File: config.mk
export PLATFORM = sky130hd
export DESIGN_NAME = bit_serializer
export DESIGN_NICKNAME = d
export VERILOG_FILES = /design/src/rtl/bit_serializer_pkg.sv /design/src/rtl/bit_serializer.sv
export SDC_FILE = /design/constraint.sdc
export NUM_CORES = 1
export LEC_CHECK = 0
export CAP_MARGIN = 15
export CORE_MARGIN = 4
export CORE_UTILIZATION = 45
export CTS_CLUSTER_DIAMETER = 200
export CTS_CLUSTER_SIZE = 24
export DETAILED_ROUTE_END_ITERATION = 6
export HOLD_SLACK_MARGIN = 0.1
export PLACE_DENSITY = 0.76
export RECOVER_POWER = 50
export SETUP_SLACK_MARGIN = 0.02
export SLEW_MARGIN = 15
export SYNTH_ARGS = -nofsm -noshare
export SYNTH_HDL_FRONTEND = slang
export SYNTH_SLANG_ARGS = --single-unit
File: constraint.sdc
create_clock -name clk -period 1.07 [get_ports clk]
set_input_delay 0.107 -clock clk [delete_from_list [all_inputs] [get_ports clk]]
set_output_delay 0.107 -clock clk [all_outputs]
set_load 0.01 [all_outputs]
File: src/rtl/bit_serializer_pkg.sv
// bit_serializer_pkg: state encodings shared by the serializer and its bench.
package bit_serializer_pkg;
   localparam logic [1:0] ST_IDLE  = 2'b00;
   localparam logic [1:0] ST_SHIFT = 2'b01;
   localparam logic [1:0] ST_LAST  = 2'b10;
   typedef enum logic [1:0] {
      IDLE  = ST_IDLE,
      SHIFT = ST_SHIFT,
      LAST  = ST_LAST,
      BAD   = 2'b11
   } state_t;
endpackage

File: src/rtl/bit_serializer.sv
// bit_serializer: parallel-to-serial converter with valid/ready input handshake.
// Frames are WIDTH bits, emitted one per clock, back-to-back when input is ready.
module bit_serializer
   import bit_serializer_pkg::*;
#(
   parameter int WIDTH     = 8,
   parameter bit MSB_FIRST = 1'b1
) (
   input  logic             clk,
   input  logic             rst,
   input  logic [WIDTH-1:0] din,
   input  logic             din_valid,
   output logic             din_ready,
   output logic             x,
   output logic             x_valid,
   output logic             frame_start,
   output logic             frame_done
);
   localparam int CW = $clog2(WIDTH);
   localparam logic [CW-1:0] CNT_LAST = CW'(WIDTH - 2);
   state_t           state, nxt;
   logic [WIDTH-1:0] sreg, src;
   logic [CW-1:0]    cnt;
   logic             accept, advance;
   assign din_ready = rst && (state == IDLE || state == LAST);
   assign accept    = din_valid && din_ready;
   assign src       = accept ? din : sreg;
   assign advance   = nxt != IDLE;
   always_comb begin
      nxt = IDLE;
      case (state)
         IDLE, LAST: nxt = accept ? SHIFT : IDLE;
         SHIFT:      nxt = (cnt == CNT_LAST) ? LAST : SHIFT;
         default:    nxt = IDLE;
      endcase
   end
   // x is the bit leaving src this edge; sreg keeps the bits still to go
   always_ff @(posedge clk or negedge rst) begin
      if (!rst) begin
         state       <= IDLE;
         sreg        <= '0;
         cnt         <= '0;
         x           <= 1'b0;
         x_valid     <= 1'b0;
         frame_start <= 1'b0;
         frame_done  <= 1'b0;
      end else begin
         state       <= nxt;
         x_valid     <= advance;
         frame_start <= accept;
         frame_done  <= nxt == LAST;
         x           <= advance && (MSB_FIRST ? src[WIDTH-1] : src[0]);
         sreg        <= advance ? (MSB_FIRST ? src << 1 : src >> 1) : '0;
         cnt         <= (accept || !advance) ? '0 : cnt + 1'b1;
      end
   end
endmodule
Yosys cells after proc, flatten, opt, wreduce, memory -nomap -nowiden
Index checks and enable logic that the tools add are counted.
{"block": "word_totals", "reg_bits": 17, "out_inout_bits": 5, "word_cells": 27}
{"block": "classes", "addsub": 1, "eq_ne": 4, "muxes": 6, "n_reduce_logical": 9}
{"op": "$mux 8", "count": 2}
{"op": "$eq 2x2->1 const B", "count": 2}
{"op": "$pmux 2 s2", "count": 1}
{"op": "$add 3x1->3 const B", "count": 1}
{"op": "$eq 3x3->1 const B", "count": 1}
{"op": "$logic_and 1x1->1", "count": 3}
{"op": "$mux 3", "count": 1}
{"op": "$eq 2x1->1 const B", "count": 1}
{"op": "$logic_not 2->1", "count": 1}
{"op": "$logic_or 1x1->1", "count": 2}
{"op": "$mux 2", "count": 1}
{"op": "$reduce_bool 2->1", "count": 1}
{"op": "$reduce_or 2->1", "count": 1}
{"op": "$logic_not 1->1", "count": 1}
{"op": "$mux 1", "count": 1}

Depth between registers and ports, before layout
Gate-level depths: netlist of the first run.
{"block": "depth", "word_depth": 10, "depth_mapped": 4, "ltp_nobuf": 4}

Worst setup path before layout of the first run
Ideal clock, no wire load.
{"block": "synth_timing", "path_kind": "register to register", "startpoint": "register cnt[0]", "endpoint": "register cnt[2]", "setup_time_ps": 123, "arrival_ps": 755, "setup_slack_ps": 192, "stages_incl_launch_ff": 4, "synth_period_minus_slack_ps": 878, "cell_sequence": "dfrtp_1 -> ha_1 -> xnor2_1 -> nor2_1"}
{"block": "synth_via", "elab_chain_len": 7, "word_cells_on_any_way": 8}
{"element": "start, declared", "line_no": "bit_serializer.sv:23", "rtl": "logic [CW-1:0] cnt;"}
{"element": "start signal, assigned", "line_no": "bit_serializer.sv:54", "rtl": "cnt <= (accept || !advance) ? '0 : cnt + 1'b1;"}
{"element": "$eq 3x3->1", "line_no": "bit_serializer.sv:33", "rtl": "SHIFT: nxt = (cnt == CNT_LAST) ? LAST : SHIFT;"}
{"element": "$mux 2", "line_no": "bit_serializer.sv:33"}
{"element": "$pmux 2 s2", "line_no": "bit_serializer.sv:31", "rtl": "case (state)"}
{"element": "$reduce_bool 2->1", "line_no": "bit_serializer.sv:28", "rtl": "assign advance = nxt != IDLE;"}
{"element": "$logic_not 1->1", "line_no": "bit_serializer.sv:54"}
{"element": "$logic_or 1x1->1", "line_no": "bit_serializer.sv:54"}
{"element": "$mux 3 *", "line_no": "bit_serializer.sv:54"}
Every way passes the cells marked *; elsewhere a longest branch is shown, timed or not.

Final worst setup path of the first run
{"block": "layout_timing", "startpoint": "register state[0]", "endpoint": "output port din_ready"}
{"block": "layout_via", "elab_chain_len": 3, "word_cells_on_any_way": 4}
{"element": "start, declared", "line_no": "bit_serializer.sv:21", "rtl": "state_t state, nxt;"}
{"element": "start signal, assigned", "line_no": "bit_serializer.sv:48", "rtl": "state <= nxt;"}
{"element": "$eq 2x2->1 / $logic_not 2->1 (equally long branches)", "line_no": "bit_serializer.sv:25", "rtl": "assign din_ready = rst && (state == IDLE || state == LAST);"}
{"element": "$logic_or 1x1->1 *", "line_no": "bit_serializer.sv:25"}
{"element": "$logic_and 1x1->1 *", "line_no": "bit_serializer.sv:25"}
{"element": "end, declared", "line_no": "bit_serializer.sv:13", "rtl": "output logic din_ready,"}
Marked as above.

==> results of run 1 <==
==> path summary, 6_finish.rpt <==
check | endpoint | startpoint | cells past startpoint | slack [ns]
min in group clk | sreg[5] | din[4] | 3 | 0.39
min | sreg[6] | rst | 2 | 0.24
max in group asynchronous | sreg[5] | rst | 2 | 0.66
max reg2reg | sreg[5] | state[0] | 4 | -0.05
max | din_ready | state[0] | 2 | -0.06
min reg2reg | cnt[0] | cnt[0] | 1 | 0.46
==> Yosys cell counts <==
| master | instances | area (µm²) |
|---|---|---|
| dfrtp_1 | 16 | 400.4 |
| xnor2_1 | 1 | 8.760 |
| ha_1 | 2 | 25.02 |
| inv_1 | 1 | 3.750 |
| o21ai_0 | 1 | 5.000 |
| nor2_1 | 6 | 22.52 |
| nand2b_1 | 1 | 6.260 |
| nand3_1 | 7 | 35.03 |
| nand2_1 | 2 | 7.510 |
| and3_1 | 1 | 6.260 |
| o2bb2ai_1 | 8 | 70.07 |
| buf_2 | 4 | 20.02 |
| and2b_1 | 1 | 7.510 |
| nor2b_1 | 1 | 6.260 |
==> through the flow <==
step | hold slack (ns) | worst slack [ns] | utilization (%) | area [µm²]
6_report | 0.2419 | -0.05755 | 69.23 | 900.9
4_1_cts | 0.1846 | -0.09192 | 62.12 | 808.3
5_1_grt | 0.2448 | -0.1126 | 69.23 | 900.9
2_1_floorplan | -0.1886 | 0.1915 | - | 624.3
3_5_place_dp | 0.4488 | -0.3173 | 60.58 | 788.3
3_3_place_gp | 0.4357 | -0.2921 | 60.58 | 788.3
==> registers in the layout, indices dropped and copies added (netlist names) <==
name and flops:
cnt 3, frame_done 1, frame_start 1, sreg 7, state 2, x 1
x_valid 1
==> cell type report <==
type	count	area, µm²
inverter	1	3.754
multi-input combinational	31	254.0
clock buffer	3	22.52
sequential	16	400.4
tap	15	18.77
timing repair buffer	21	201.4
fill	96	400.4
==> kinds of logic after synthesis <==
group / after synthesis / share of synthesized area [%]
AND/OR/NAND/NOR: 19 / 14.63
flip-flops: 16 / 64.13
AO/OA/AOI/OAI: 9 / 12.02
buffers and inverters: 5 / 3.807
adder cells (fa/ha/maj): 2 / 4.007
XOR/XNOR: 1 / 1.403
==> layout by cell type (no fill, tap or decap), drive strengths merged <==
cell / n
nand2b: 1
and2b: 1
and3: 1
clkbuf: 3
ha: 2
buf: 7
clkdlybuf4s15: 4
nand3: 7
o2bb2ai: 8
o21ai: 1
clkdlybuf4s50: 9
xnor2: 1
inv: 1
dlygate4sd3: 1
dfrtp: 16
nor2b: 1
nor2: 6
nand2: 2
==> where the power goes <==
| group | total (mW) | leakage, nW | switching [mW] | internal (mW) |
|---|---|---|---|---|
| combinational | 0.754 | 0.188 | 0.357 | 0.397 |
| clock | 0.306 | 0.0138 | 0.175 | 0.131 |
| sequential | 0.846 | 0.210 | 0.0819 | 0.764 |
| total | 1.91 | 0.411 | 0.614 | 1.29 |
==> what timing repair did <==
item,in CTS,in global routing
endpoints found under the setup margin,13,13
pin swaps,0,2
buffers inserted,0,4
resized for setup,10,16
==> metal layers <==
layer | global-route usage, % | part of all wire, % | vias to the layer above
met3 | 5.976 | 4.3 | 4
met4 | 10.53 | 1.8 | 0
met2 | 18.64 | 52 | 9
li1 | - | - | 223
met5 | 0 | 0 | -
met1 | 16.11 | 42 | 211
==> load_flow_metrics.sql, run 1 <==
INSERT INTO impl_metrics (metric_group, metric, value, unit) VALUES
('min_path', 'hold_class', 'in -> async', ''),
('placed_design', 'finalWeightedCongestion', '0.7568', ''),
('detailed_routing', 'route.final.wire_length', '1253', 'µm'),
('pwr', 'leakage', '0.4114', 'nW'),
('detailed_routing', 'wire_per_inst', '14.40', 'µm'),
('placed_design', 'place_inst', '80', ''),
('pwr', 'powerDensity', '2116', 'mW/mm²'),
('critical_path', 'cells_traversed_along_the_worst_timing_path', 'and2b_1, buf_2', ''),
('detailed_routing', 'route.antenna.remaining_nets', '0', ''),
('global_route', 'grt_pass1_vias', '397', ''),
('yosys', 'syn_avg_cell_area', '12.01', 'µm²'),
('timing', 'setup_ws', '-0.05755', 'ns'),
('global_route', 'globalRouteTotalUtil', '13.48', '%'),
('timing', 'clock_period_minus_worst_slack', '1.128', 'ns'),
('timing', 'timing_max_transition_violations_final', '0', ''),
('clock_tree', 'clk_pin_slew_worst_paths', '0.08', 'ns'),
('flow_run', 'timing.max_cap.violations', '0', ''),
('clock_tree', 'clkSinkCount', '16', ''),
('clock_tree', 'postCtsHoldBufs', '0', ''),
('floorplanning', 'fp-row-count', '13', ''),
('detailed_routing', 'ratio_of_routed_vias_to_standard_cells', '5.138', ''),
('yosys', 'synth-seq-area-share', '64.13', '%'),
('floorplanning', 'design.die.area', '0.002048', 'mm²'),
('detailed_routing', 'drtPass1Iterations', '4', ''),
('timing', 'setup_viol', '9', ''),
('critical_path', 'cp-end-kind', 'output port', ''),
('global_route', 'grt_start_max_net_pins', '25', ''),
('critical_path', 'critPathTopFamily', 'flip-flops', ''),
('placed_design', 'port_buffers', '15', ''),
('final_layout', 'final-instance-count-excl-fill', '87', ''),
('yosys', 'syn_nets', '65', ''),
('detailed_routing', 'num_vias', '447', ''),
('final_layout', 'layout.nets', '87', ''),
('detailed_routing', 'drc_errors', '0', ''),
('critical_path', 'max_stage_delay', '0.39', 'ns'),
('yosys', 'syn_inst', '52', ''),
('pwr', 'finalPower', '1.906', 'mW'),
('critical_path', 'worst_path_required', '0.96', 'ns'),
('clock_tree', 'cts_root_buf', 'clkbuf_4', ''),
('timing', 'timing_hold_violations_final', '0', ''),
('clock_tree', 'cts_tree', 'built', ''),
('timing', 'setup_tns', '-0.3494', 'ns'),
('pwr', 'worst_ir_drop_vdd', '1418', 'µV'),
('clock_tree', 'number_of_clock_buffers_inserted_by_tritoncts', '3', ''),
('clock_tree', 'cts-root-to-sink-buffers', '2', ''),
('critical_path', 'critical_path_class', 'reg -> out', ''),
('timing', 'clock-skew-final', '0.0002889', 'ns'),
('yosys', 'number_of_distinct_library_cells_after_synthesis', '14', ''),
('global_route', 'wire_length_of_the_first_global_routing_pass', '1773', 'µm'),
('detailed_routing', 'drt-initial-drc-count', '5', ''),
('yosys', 'ys_warn_count', '0', ''),
('clock_tree', 'clkLatencyLatePin', '0.28', 'ns'),
('timing', 'period_share', '105.4', '%'),
('timing', 'clock.fmax', '886.9', 'MHz'),
('critical_path', 'worst_ep_arrival_time', '1.02', 'ns'),
('placed_design', 'dpl.hpwl', '856.1', 'µm'),
('critical_path', 'worst-path-max-fanout', '2', ''),
('final_layout', 'drive_gt1_share', '26.39', '%'),
('outcome', 'status', 'finished, violations left', ''),
('timing', 'grt_setup_unrepaired', 'true', ''),
('floorplanning', 'floorplan.core_area', '0.001301', 'mm²'),
('critical_path', 'worst-path-buf-inv', '1', ''),
('global_route', 'globalRoute.totalOverflow', '0', ''),
('floorplanning', 'die_height', '45.25', 'µm'),
('clock_tree', 'cts_htree_levels', '1', ''),
('floorplanning', 'die_w', '45.25', 'µm'),
('timing', 'worst_slew_margin_rel', '80.14', '%'),
('critical_path', 'start_kind', 'flip-flop', ''),
('floorplanning', 'initial_core_util', '47.98', '%'),
('timing', 'worst-slew-pin-transition', '0.2970', 'ns'),
('final_layout', 'area_growth_syn_to_layout', '44.29', '%'),
('outcome', 'violations', 'setup timing', ''),
('critical_path', 'cpMaxStageDelayCell', 'dfrtp_1', ''),
('yosys', 'synth_seq_cells', '16', ''),
('floorplanning', 'num_io_pins', '16', ''),
('global_route', 'antenna_violations_before_repair', '0', ''),
('final_layout', 'antenna-diode-count', '0', ''),
('yosys', 'mappedNetlistArea', '624.3', 'µm²');
Power figures use the tool's default switching activity.
==> inputs of run 2 (changes only) <==
TNS_END_PERCENT = 1   (was unset)
==> run 2 against run 1 <==
Compared with the run above:
- the flow still finishes with violations (setup timing)
- final area is 8.9% lower
- critical endpoint unchanged
- via count down 3.6%
- clock-buffer cell count is the same
- largest cell class unchanged
- non-clock buffer count down 3
- die area did not move
- combinational power fell by 27%
==> load_flow_metrics.sql, run 2 (synthesis gave the netlist of run 1 again) <==
INSERT INTO impl_metrics (metric_group, metric, value, unit) VALUES
('timing', 'setup_ws', '-0.05151', 'ns'),
('final_layout', 'largest_register', 'sreg', ''),
('clock_tree', 'cts_root_buf', 'clkbuf_4', ''),
('floorplanning', 'die_height', '45.25', 'µm'),
('floorplanning', 'fp-row-count', '13', ''),
('detailed_routing', 'route.antenna.remaining_nets', '0', ''),
('placed_design', 'place_inst', '80', ''),
('clock_tree', 'cts_tree', 'built', ''),
('clock_tree', 'postCtsHoldBufs', '0', ''),
('detailed_routing', 'drtPass1Iterations', '4', ''),
('clock_tree', 'clk_pin_slew_worst_paths', '0.08', 'ns'),
('global_route', 'wire_length_of_the_first_global_routing_pass', '1773', 'µm'),
('floorplanning', 'floorplan.core_area', '0.001301', 'mm²'),
('clock_tree', 'number_of_clock_buffers_inserted_by_tritoncts', '3', ''),
('critical_path', 'worst_ep_arrival_time', '1.01', 'ns'),
('critical_path', 'critical_path_class', 'reg -> out', ''),
('timing', 'timing_max_transition_violations_final', '0', ''),
('detailed_routing', 'num_vias', '431', ''),
('clock_tree', 'cts-root-to-sink-buffers', '2', ''),
('clock_tree', 'clkSinkCount', '16', ''),
('final_layout', 'area_growth_syn_to_layout', '31.46', '%'),
('critical_path', 'worst_path_required', '0.96', 'ns'),
('floorplanning', 'num_io_pins', '16', ''),
('timing', 'grt_setup_unrepaired', 'true', ''),
('timing', 'period_share', '104.8', '%'),
('global_route', 'antenna_violations_before_repair', '0', ''),
('global_route', 'grt_pass1_vias', '397', ''),
('timing', 'clock.fmax', '891.7', 'MHz'),
('detailed_routing', 'drt-initial-drc-count', '2', ''),
('timing', 'worst_slew_margin_rel', '79.56', '%'),
('floorplanning', 'initial_core_util', '47.98', '%'),
('timing', 'clock_period_minus_worst_slack', '1.122', 'ns'),
('final_layout', 'most-common-layout-cells', '16 x dfrtp_1, 9 x clkdlybuf4s50_1, 8 x o2bb2ai_1', ''),
('timing', 'clock-skew-final', '0.001222', 'ns'),
('clock_tree', 'clkLatencyLatePin', '0.28', 'ns'),
('outcome', 'status', 'finished, violations left', ''),
('final_layout', 'top_regs', 'sreg x7, cnt x3, state x2', ''),
('global_route', 'globalRoute.totalOverflow', '0', ''),
('critical_path', 'worst-path-max-fanout', '2', ''),
('timing', 'timing_hold_violations_final', '0', ''),
('detailed_routing', 'ratio_of_routed_vias_to_standard_cells', '5.131', ''),
('placed_design', 'dpl.hpwl', '856.1', 'µm'),
('pwr', 'leakage', '0.3841', 'nW'),
('flow_run', 'timing.max_cap.violations', '0', ''),
('floorplanning', 'design.die.area', '0.002048', 'mm²'),
('final_layout', 'final-instance-count-excl-fill', '84', ''),
('floorplanning', 'die_w', '45.25', 'µm'),
('critical_path', 'r2r_cells', '3', ''),
('timing', 'holdWs', '0.2646', 'ns'),
('detailed_routing', 'route.final.wire_length', '1175', 'µm'),
('timing', 'worst-slew-pin-transition', '0.3057', 'ns'),
('final_layout', 'largest_register_ffs', '7', ''),
('clock_tree', 'cts_htree_levels', '1', ''),
('pwr', 'worst_ir_drop_vdd', '1128', 'µV'),
('detailed_routing', 'wire_per_inst', '13.99', 'µm'),
('critical_path', 'timing.rr.end', 'sreg[3]', ''),
('placed_design', 'port_buffers', '15', ''),
('pwr', 'powerDensity', '2055', 'mW/mm²'),
('critical_path', 'rr_startpoint', 'state[0]', ''),
('critical_path', 'cp-end-kind', 'output port', ''),
('final_layout', 'antenna-diode-count', '0', ''),
('detailed_routing', 'drc_errors', '0', ''),
('global_route', 'globalRouteTotalUtil', '13.48', '%'),
('final_layout', 'drive_gt1_share', '11.59', '%'),
('outcome', 'violations', 'setup timing', ''),
('critical_path', 'setup.reg_to_reg.worst_slack', '0.05', 'ns'),
('global_route', 'grt_start_max_net_pins', '25', ''),
('timing', 'setup_viol', '1', ''),
('placed_design', 'finalWeightedCongestion', '0.7568', ''),
('final_layout', 'commonest_non_fill_non_tap_cell_in_the_layout', 'dfrtp_1', ''),
('final_layout', 'layout.nets', '84', ''),
('min_path', 'hold_class', 'in -> async', ''),
('critical_path', 'start_kind', 'flip-flop', '');
-- run 2: metal layers --
layer  vias to the layer above  track usage [%]  routed length (µm)
met5                         -                0                   0
met1                       204            16.11                 513
met4                         0            10.53                  23
met3                         4            5.976                  56
met2                         8            18.64                 582
li1                        215                -                   -
-- run 2: repair_timing --
action	in CTS	in global routing
endpoints found under the setup margin	13	13
resized for setup	10	4
hold endpoints to repair	0	0
buffers inserted	0	1
-- run 2: final cells by class --
class,instances,area (µm²)
Clock buffer,3,22.52
Fill cell,106,480.5
Multi-Input combinational cell,31,207.7
Inverter,1,3.754
Sequential cell,16,400.4
Timing Repair Buffer,18,167.7
Tap cell,15,18.77
-- run 2: how the worst max path moves through the flow --
stage | startpoint | to | cells after the start
after floorplan | cnt[0] | cnt[2] | 3
after global placement | rst | din_ready | 3
after detailed placement | rst | din_ready | 3
after CTS | state[0] | din_ready | 2
after global routing | state[0] | din_ready | 2
final | state[0] | din_ready | 2
-- run 2: where the power goes --
group / switching [mW] / internal [mW] / leakage (nW) / total [mW]
sequential: 0.0700 / 0.764 / 0.210 / 0.834
combinational: 0.280 / 0.270 / 0.161 / 0.551
clock: 0.172 / 0.131 / 0.0138 / 0.303
-- run 2: critical path: stages (launching register included) --
cell and delay (ns):
dfrtp_1 0.39, and2b_1 0.21, buf_2 0.13
-- run 2: stage by stage --
stage | setup WS (ns) | power [mW] | utilization, % | setup TNS, ns | area (µm²)
finish | -0.05151 | 1.687 | 63.08 | -0.05151 | 820.8
global route | -0.1162 | 1.810 | 63.08 | -0.1879 | 820.8
CTS | -0.09192 | 1.698 | 62.12 | -0.09192 | 808.3
detailed placement | -0.3173 | 1.403 | 60.58 | -2.301 | 788.3
global placement | -0.2921 | 1.375 | 60.58 | -1.788 | 788.3
floorplan | 0.1915 | 1.176 | - | 0 | 624.3
==> inputs of run 3 (changes only) <==
ABC_AREA = 1   (was unset)
CORE_UTILIZATION = 48   (was 45)
CTS_CLUSTER_SIZE = unset   (was 24)
PLACE_DENSITY = 0.78   (was 0.76)
==> run 3 against run 2 <==
Compared with the run above:
- the run still ends with setup timing left
- via count grew 38%
- synthesized area grew 21%
- global-route usage is essentially flat
- critical path type is now reg -> reg
- largest power group is now combinational cells
==> load_flow_metrics.sql, run 3 <==
INSERT INTO impl_metrics (metric_group, metric, value, unit) VALUES
('critical_path', 'cp-end-kind', 'flip-flop', ''),
('timing', 'setup_viol', '7', ''),
('timing', 'holdWs', '0.3377', 'ns'),
('global_route', 'grt_start_max_net_pins', '16', ''),
('detailed_routing', 'num_vias', '593', ''),
('outcome', 'violations', 'setup timing', ''),
('critical_path', 'critPathTopFamily', 'flip-flops', ''),
('critical_path', 'worst_ep_arrival_time', '1.29', 'ns'),
('detailed_routing', 'ratio_of_routed_vias_to_standard_cells', '4.821', ''),
('yosys', 'synth_top_flop_cell', 'dfrtp_1', ''),
('clock_tree', 'postCtsHoldBufs', '0', ''),
('placed_design', 'port_buffers', '15', ''),
('yosys', 'number_of_distinct_library_cells_after_synthesis', '15', ''),
('clock_tree', 'cts_root_buf', 'clkbuf_4', ''),
('timing', 'worst-slew-pin-transition', '0.2352', 'ns'),
('detailed_routing', 'route.antenna.remaining_nets', '0', ''),
('detailed_routing', 'drtPass1Iterations', '4', ''),
('timing', 'grt_setup_unrepaired', 'true', ''),
('yosys', 'main_area_contributors_after_synthesis', 'dfrtp_1 53%, inv_1 7.9%, nand2_1 7.9%, nand2_2 6.6%, nand4_1 5.8%', ''),
('min_path', 'hold_class', 'in -> reg', ''),
('yosys', 'yosysTopAreaCell', 'dfrtp_1', ''),
('timing', 'clock-skew-final', '0.008918', 'ns'),
('timing', 'clock.fmax', '907.8', 'MHz'),
('placed_design', 'dp_slack', '-0.2758', 'ns'),
('yosys', 'synth-seq-area-share', '52.89', '%'),
('final_layout', 'layout.filler_cells', '119', ''),
('detailed_routing', 'drt-initial-drc-count', '8', ''),
('floorplanning', 'floorplan.core_area', '0.001506', 'mm²'),
('yosys', 'syn_nets', '92', ''),
('critical_path', 'cpMaxStageDelayCell', 'dfrtp_1', ''),
('critical_path', 'start_kind', 'flip-flop', ''),
('timing', 'timing_max_transition_violations_final', '0', ''),
('clock_tree', 'clk_pin_slew_worst_paths', '0.10', 'ns'),
('critical_path', 'cp_common_cell', 'inv_1', ''),
('timing', 'worst_slew_margin_rel', '84.32', '%'),
('global_route', 'grt_pass1_vias', '534', ''),
('floorplanning', 'fp-row-count', '14', ''),
('yosys', 'ys_warn_count', '0', ''),
('placed_design', 'dpl.hpwl', '971.2', 'µm'),
('timing', 'setup_ws', '-0.03154', 'ns'),
('yosys', 'asyncSetResetFlopFracSynth', '100.0', '%'),
('final_layout', 'layout.nets', '121', ''),
('global_route', 'globalRoute.totalOverflow', '0', ''),
('clock_tree', 'number_of_clock_buffers_inserted_by_tritoncts', '3', ''),
('global_route', 'globalRouteTotalUtil', '13.51', '%'),
('clock_tree', 'cts-root-to-sink-buffers', '2', ''),
('final_layout', 'drive_gt1_share', '30.84', '%'),
('final_layout', 'most-common-layout-cells', '16 x inv_1, 16 x dfrtp_1, 15 x nand2_1', ''),
('detailed_routing', 'drc_errors', '0', ''),
('timing', 'timing_hold_violations_final', '0', ''),
('floorplanning', 'die_height', '47.71', 'µm'),
('floorplanning', 'die_w', '47.71', 'µm'),
('yosys', 'synth.cells.most_frequent', '16 x dfrtp_1, 16 x inv_1, 16 x nand2_1, 8 x nand2_2, 7 x nand4_1', ''),
('yosys', 'syn_inst', '79', ''),
('clock_tree', 'clkSinkCount', '16', ''),
('yosys', 'synth_enable_flop_cells', '0', ''),
('critical_path', 'cells_traversed_along_the_worst_timing_path', 'inv_1, ha_2, nand2_2, nand3_2, nand3_4, nand2_1, inv_1', ''),
('floorplanning', 'initial_core_util', '50.25', '%'),
('final_layout', 'antenna-diode-count', '0', ''),
('clock_tree', 'cts_htree_levels', '1', ''),
('floorplanning', 'design.die.area', '0.002276', 'mm²'),
('final_layout', 'final-instance-count-excl-fill', '123', ''),
('final_layout', 'area_growth_syn_to_layout', '36.36', '%'),
('final_layout', 'register_area', '400.4', 'µm²'),
('yosys', 'mappedNetlistArea', '757.0', 'µm²'),
('clock_tree', 'clkLatencyLatePin', '0.29', 'ns'),
('critical_path', 'worst_path_required', '1.26', 'ns'),
('critical_path', 'max_stage_delay', '0.39', 'ns'),
('global_route', 'wire_length_of_the_first_global_routing_pass', '2132', 'µm'),
('final_layout', 'multi_input_area', '282.8', 'µm²'),
('critical_path', 'critical_path_class', 'reg -> reg', ''),
('yosys', 'syn_avg_cell_area', '9.582', 'µm²'),
('outcome', 'status', 'finished, violations left', ''),
('pwr', 'leakage', '0.6004', 'nW'),
('timing', 'setup_tns', '-0.1482', 'ns'),
('critical_path', 'worst-path-buf-inv', '2', ''),
('final_layout', 'fin_area', '0.001032', 'mm²'),
('pwr', 'worst_ir_drop_vdd', '1089', 'µV'),
('final_layout', 'utilization_after_layout', '68.52', '%'),
('critical_path', 'worst-path-max-fanout', '8', ''),
('floorplanning', 'num_io_pins', '16', ''),
('global_route', 'antenna_violations_before_repair', '0', ''),
('final_layout', 'largest_register', 'sreg', ''),
('final_layout', 'largest_register_ffs', '7', ''),
('yosys', 'synthDominantCellAreaShare', '52.89', '%'),
('final_layout', 'top_regs', 'sreg x7, cnt x3, state x2', ''),
('flow_run', 'timing.max_cap.violations', '0', ''),
('timing', 'clock_period_minus_worst_slack', '1.102', 'ns'),
('placed_design', 'finalWeightedCongestion', '0.7261', ''),
('detailed_routing', 'wire_per_inst', '11.46', 'µm'),
('placed_design', 'postPlaceCellArea', '984.7', 'µm²'),
('placed_design', 'place_inst', '118', ''),
('yosys', 'synth_seq_cells', '16', ''),
('timing', 'period_share', '102.9', '%'),
('clock_tree', 'cts_tree', 'built', ''),
('pwr', 'finalPower', '2.091', 'mW'),
('detailed_routing', 'route.final.wire_length', '1410', 'µm'),
('pwr', 'powerDensity', '2025', 'mW/mm²');
-- run 3: changes by cell type after synthesis, sizes merged, moves of 4 or more --
cell / before / now
o2bb2ai: 8 / 0
nand4: 0 / 7
nand3: 7 / 3
nand2: 2 / 24
inv: 1 / 17
-- run 3: power by group --
| group | internal (mW) | total, mW | switching [mW] | leakage (nW) |
|---|---|---|---|---|
| clock network | 0.207 | 0.399 | 0.192 | 0.0210 |
| registers | 0.762 | 0.835 | 0.0729 | 0.211 |
| logic | 0.398 | 0.856 | 0.458 | 0.369 |
-- run 3: final cells by class --
class	instances	area share, %
Tap cell	16	1.939
Clock buffer	4	3.515
Timing Repair Buffer	26	21.70
Inverter	17	6.667
Sequential cell	16	38.79
Multi-Input combinational cell	44	27.39
-- run 3: worst reg2reg max path, cell delays in order (launching register included) --
cell     delay (ns)
dfrtp_1        0.39
inv_1          0.06
ha_2           0.17
nand2_2        0.05
nand3_2        0.09
nand3_4        0.12
nand2_1        0.09
inv_1          0.04
-- run 3: repair_timing --
item                                    CTS  global route
setup buffers                             0             0
gates cloned                              0             1
gates resized for setup                  10             6
endpoints found under the setup margin   17            17
pin swaps                                 3             1
-- run 3: kinds of logic (layout without fill, tap and decap cells) --
| family | after synthesis | count (layout) | share of synthesized area (%) |
|---|---|---|---|
| and+or+nand+nor | 39 | 40 | 29.09 |
| buffers and inverters | 20 | 47 | 13.39 |
| DFF | 16 | 16 | 52.89 |
| adders and majority gates | 2 | 2 | 3.305 |
| AOI/OAI and AO/OA | 2 | 2 | 1.321 |
-- run 3: path summary, 6_finish.rpt --
kind / from / end / slack [ns] / cells after the start
max: cnt[0] / sreg[6] / -0.03 / 7
min: din[0] / sreg[1] / 0.34 / 3
max reg2reg: cnt[0] / sreg[6] / -0.03 / 7
min reg2reg: cnt[2] / cnt[2] / 0.49 / 1
max in group asynchronous: rst / cnt[2] / 0.24 / 4
min in group asynchronous: rst / sreg[5] / 0.37 / 3
-- run 3: metal layers --
metal	vias to the layer above	track usage (%)	part of all wire (%)
met3	0	4.511	4.8
li1	301	-	-
met1	279	15.51	44
met4	0	6.452	0
met2	13	22.43	51
met5	-	0	0
